--- src/rtl/booth_mul4.sv ---
// Sequential radix-2 Booth multiplier for signed operands.
// One step per cycle; the result is given as a two's-complement value and as sign plus magnitude.
module booth_mul4 #(
    parameter int N = 4
) (
    input  logic           clk,
    input  logic           rst_n,
    input  logic           start,
    input  logic [N-1:0]   a,
    input  logic [N-1:0]   b,
    output logic           busy,
    output logic           done,
    output logic [2*N-1:0] product,
    output logic [2*N-1:0] mag,
    output logic           neg
);

    localparam int CW = $clog2(N + 1);

    typedef enum logic [1:0] {
        IDLE,
        CALC,
        DONE
    } state_t;

    state_t         state;
    state_t         state_next;

    logic [N:0]     acc;
    logic [N:0]     m_reg;
    logic [N-1:0]   q_reg;
    logic           q_1;
    logic [CW-1:0]  cnt;

    logic [N:0]     acc_sum;
    logic [N:0]     acc_next;
    logic [N-1:0]   q_next;
    logic           q1_next;
    logic [2*N-1:0] prod_next;
    logic [2*N-1:0] mag_next;
    logic           last_step;

    assign last_step = (cnt == CW'(1));

    always_ff @(posedge clk) begin
        if (!rst_n) begin
            state <= IDLE;
        end else begin
            state <= state_next;
        end
    end

    always_comb begin
        state_next = state;
        busy       = 1'b0;
        done       = 1'b0;
        unique case (state)
            IDLE: begin
                if (start) begin
                    state_next = CALC;
                end
            end
            CALC: begin
                busy = 1'b1;
                if (last_step) begin
                    state_next = DONE;
                end
            end
            DONE: begin
                done       = 1'b1;
                state_next = IDLE;
            end
            default: state_next = IDLE;
        endcase
    end

    // One Booth step: the add/subtract is followed by an arithmetic shift of {A,Q,q_1}.
    always_comb begin
        acc_sum = acc;
        unique case ({q_reg[0], q_1})
            2'b01:   acc_sum = acc + m_reg;
            2'b10:   acc_sum = acc + ~m_reg + {{N{1'b0}}, 1'b1};
            default: acc_sum = acc;
        endcase
        acc_next  = {acc_sum[N], acc_sum[N:1]};
        q_next    = {acc_sum[0], q_reg[N-1:1]};
        q1_next   = q_reg[0];
        prod_next = {acc_next[N-1:0], q_next};
        mag_next  = prod_next[2*N-1] ? (~prod_next + {{(2*N-1){1'b0}}, 1'b1}) : prod_next;
    end

    always_ff @(posedge clk) begin
        if (!rst_n) begin
            acc     <= '0;
            m_reg   <= '0;
            q_reg   <= '0;
            q_1     <= 1'b0;
            cnt     <= '0;
            product <= '0;
            mag     <= '0;
            neg     <= 1'b0;
        end else if (state == IDLE && start) begin
            acc   <= '0;
            m_reg <= {a[N-1], a};
            q_reg <= b;
            q_1   <= 1'b0;
            cnt   <= CW'(N);
        end else if (state == CALC) begin
            acc   <= acc_next;
            q_reg <= q_next;
            q_1   <= q1_next;
            cnt   <= cnt - 1'b1;
            // Outputs only move on the final step so they hold through later operations.
            if (last_step) begin
                product <= prod_next;
                mag     <= mag_next;
                neg     <= prod_next[2*N-1];
            end
        end
    end

endmodule
--- config.mk ---
export PLATFORM = sky130hd
export DESIGN_NAME = booth_mul4
export DESIGN_NICKNAME = d
export VERILOG_FILES = /design/src/rtl/booth_mul4.sv
export SDC_FILE = /design/constraint.sdc
export NUM_CORES = 1
export LEC_CHECK = 0
export CAP_MARGIN = 10
export CORE_MARGIN = 2
export CORE_UTILIZATION = 48
export DETAILED_ROUTE_END_ITERATION = 10
export GPL_TIMING_DRIVEN = 0
export MAX_ROUTING_LAYER = met4
export PLACE_DENSITY = 0.87
export RECOVER_POWER = 100
export SLEW_MARGIN = 20
export SYNTH_ARGS = -nofsm -noshare
export SYNTH_HDL_FRONTEND = slang
export SYNTH_SLANG_ARGS = --single-unit
--- constraint.sdc ---
create_clock -name clk -period 2.3 [get_ports clk]
set_clock_uncertainty 0.2 [all_clocks]
set_input_delay 0.345 -clock clk [delete_from_list [all_inputs] [get_ports clk]]
set_output_delay 0.345 -clock clk [all_outputs]
set_load 0.02 [all_outputs]
==> flow_summary.ini <==
[floorplanning]
die_x_um = 65.73
core_area_mm2 = 0.003661
die_h_um = 65.73
initial_core_util_pct = 49.97
ios = 30
fp-row-count = 22
die_area_mm2 = 0.004320

[finish]
top_regs = product x8, mag x7
n_antenna_cell = 0
fin_nets = 283
regMostFlops = product
n_fill_cell = 287
largest_reg_flops = 8
syn_to_final_growth_pct = 30.92
stdcell_count = 306
drive_gt1_share_pct = 15.50
final_area_mm2 = 0.002395

[routing]
drc = 0
viasPerCell = 5.422
dr_total_vias = 1659
drtIter0Drc = 137
antenna_left = 0
first_pass_iters = 4
routed_wl_um = 4253
wl_per_cell_um = 13.90

[logic_synthesis]
synth_seq_area_share_pct = 36.11
avgSynthCellArea_um2 = 8.353
synthArstFlopShare_pct = 0
netlist_top_cells_area = dfxtp_1 36%, ha_1 8.9%, nand2_1 7.0%, a21boi_0 3.7%, a21oi_1 3.6%
synth-edff-count = 0
synthCells = 219
synth_top_area_share_pct = 36.11
syn_area_mm2 = 0.001829
syn-num-nets = 245
synth_top_area_cell = dfxtp_1
yosysWarningCount = 0
synthFlopType = dfxtp_1
synthDistinctLibCells = 46
ys_seq_elements = 33

[grt]
grt_pass1_vias = 1585
grt_remaining_overflow = 0
grt_first_pass_wirelength_um = 7113
antenna_found_initial = 0
grt_usage_pct = 22.29
grt_max_degree = 13

[hold_path]
hold_depth = 3
holdCritPathClass = in2reg

[timing]
fin_setup_tns_ps = -806.4
max_slew_margin_pct = 66.68
min_period_ps = 2499
max_freq_mhz = 400.2
fin_hold_ws_ps = 244.2
setup_viol = 8
rsz0062_at_grt = yes
min_period_over_period_pct = 108.6
fin_ws_ps = -198.9
worst-slew-pin-transition_ps = 496.5
hold_viol = 0
maxSlewViolCount = 0

[pwr]
leakage_nw = 0.9872
vdd_ir_drop_max_uv = 467.6
total_power_mw = 1.510
power.density_mw_per_mm2 = 630.7

[clock_network]
cts_buffers = 5
ctsRootBufferMaster = clkbuf_8
cts_tree = yes
hold_buffers = 0
clock-sinks = 33
clk-insertion-delay-late_ps = 290
htreeDepth = 2
clockBufferDepth = 2
clkSlewWorstSetupHoldPaths_ps = 70

[job]
cap_viol_max_count = 0

[placed_design]
dp_hpwl_um = 2916
io_buffers = 28
placed_cell_area_mm2 = 0.002172
globalplace.congestion = 0.8479
dp.cells = 295

[setup_path]
crit_path_end_kind = register
path_max_fanout = 3
cpPeakStageDelay_ps = 550
start_kind = register
arrival_ps = 2520
crit_chain = inv_2, ha_4, inv_4, fa_2, a211oi_2, nand2_1, a221o_1, or4b_1, a21boi_1
r2r_cells = 9
critical_path_class = reg2reg
critPathSlowestCell = or4b_1
worst_ep_required_time_ps = 2320

[run_status]
status = complete, but fails checks
failed_checks = negative setup slack
==> timing repair <==
action                                  CTS  global route
gates cloned                              0             0
endpoints found under the setup margin   10            11
pin swaps                                 6            14
buffers inserted                          3             2
resized for setup                        17            11
==> layout by cell type (no fill, tap or decap), types with 3 or more instances in the layout <==
cell,n
a211oi_1,4
a21boi_0,9
a21oi_1,13
buf_4,6
clkbuf_1,7
clkbuf_8,6
clkdlybuf4s50_1,9
dfxtp_1,29
dfxtp_2,4
dlygate4sd3_1,18
ha_1,12
inv_1,12
nand2_1,33
nand2b_1,3
nor2_1,12
o211a_1,3
o21ai_0,10
o221ai_1,3
o22ai_1,4
xnor2_1,5
==> logic make-up (layout without fill, tap and decap cells) <==
family	count (synthesis)	in the layout	share of synthesized area, %
AOI/OAI and AO/OA	64	64	23.73
xor gates and xnor gates	8	8	3.831
adders and majority gates	15	15	11.08
buffers and inverters	30	69	7.592
DFF	33	33	36.11
muxes	2	2	1.094
and+or+nand+nor	67	67	16.55
==> through the flow <==
stage          utilization [%]  setup slack, ps
2_1_floorplan                -           -152.5
3_3_place_gp             59.33           -330.2
3_5_place_dp             59.33           -368.3
4_1_cts                  64.29           -277.4
5_1_grt                  65.41           -301.4
6_report                 65.41           -198.9
==> power breakdown <==
part           internal (mW)  total [mW]  switching (mW)  leakage, nW
clock network          0.353       0.567           0.214       0.0585
registers              0.599       0.628          0.0288        0.270
logic                  0.142       0.316           0.174        0.658
total                   1.09        1.51           0.416        0.987
==> Yosys cell counts, types with 2 or more instances <==
cell      instances
nor2_1           14
dfxtp_1          33
nor2b_1           3
and2_1            2
nand2_1          34
or3_1             2
o21ai_0          12
fa_1              2
o211a_1           3
clkbuf_1          7
nor3b_1           2
o31a_1            2
a21oi_1          13
buf_4             2
o21a_1            2
xnor2_1           6
nand2b_1          3
ha_1             13
a21boi_0          9
o221ai_1          3
mux2i_1           2
nor3_1            2
buf_6             2
xor2_1            2
o22ai_1           4
inv_1            15
a211oi_1          4
a31oi_1           2
buf_2             2
==> metal layers <==
metal	GRT usage (%)	vias to the layer above	routed length, µm
li1	-	833	-
met1	27.35	765	1997
met2	34.97	49	1921
met3	4.110	12	207
met4	11.46	0	126
met5	-	-	0
==> path summary, 6_finish.rpt <==
kind	start	slack (ps)	end
hold / removal	rst_n	240	q_reg[0]$_SDFFE_PN0P_
hold reg to reg	product[4]$_SDFFE_PN0P_	260	product[4]$_SDFFE_PN0P_
setup reg to reg	acc[0]$_SDFFE_PP0P_	-200	mag[7]$_SDFFE_PN0P_
setup / recovery	acc[0]$_SDFFE_PP0P_	-200	mag[7]$_SDFFE_PN0P_
==> critical path: cells and delay by family (launching register included) <==
| kind | cells | cell delay (ps) |
|---|---|---|
| AO/OA/AOI/OAI | 3 | 700 |
| adder cells (fa/ha/maj) | 2 | 490 |
| buffers and inverters | 2 | 90 |
| AND/OR/NAND/NOR | 2 | 620 |
| flip-flops | 1 | 330 |
==> final cells by class <==
type                            count  area [µm²]  share of cell area [%]
Tap cell                           48       60.06                   2.508
Clock buffer                        7       86.33                   3.605
Clock inverter                      1       30.03                   1.254
Timing Repair Buffer               33       320.3                   13.38
Sequential cell                    33       665.6                   27.80
Buffer                             12       63.81                   2.665
Inverter                           16       65.06                   2.717
Multi-Input combinational cell    156        1104                   46.08
No activity file was read; power rests on OpenSTA's default activity.
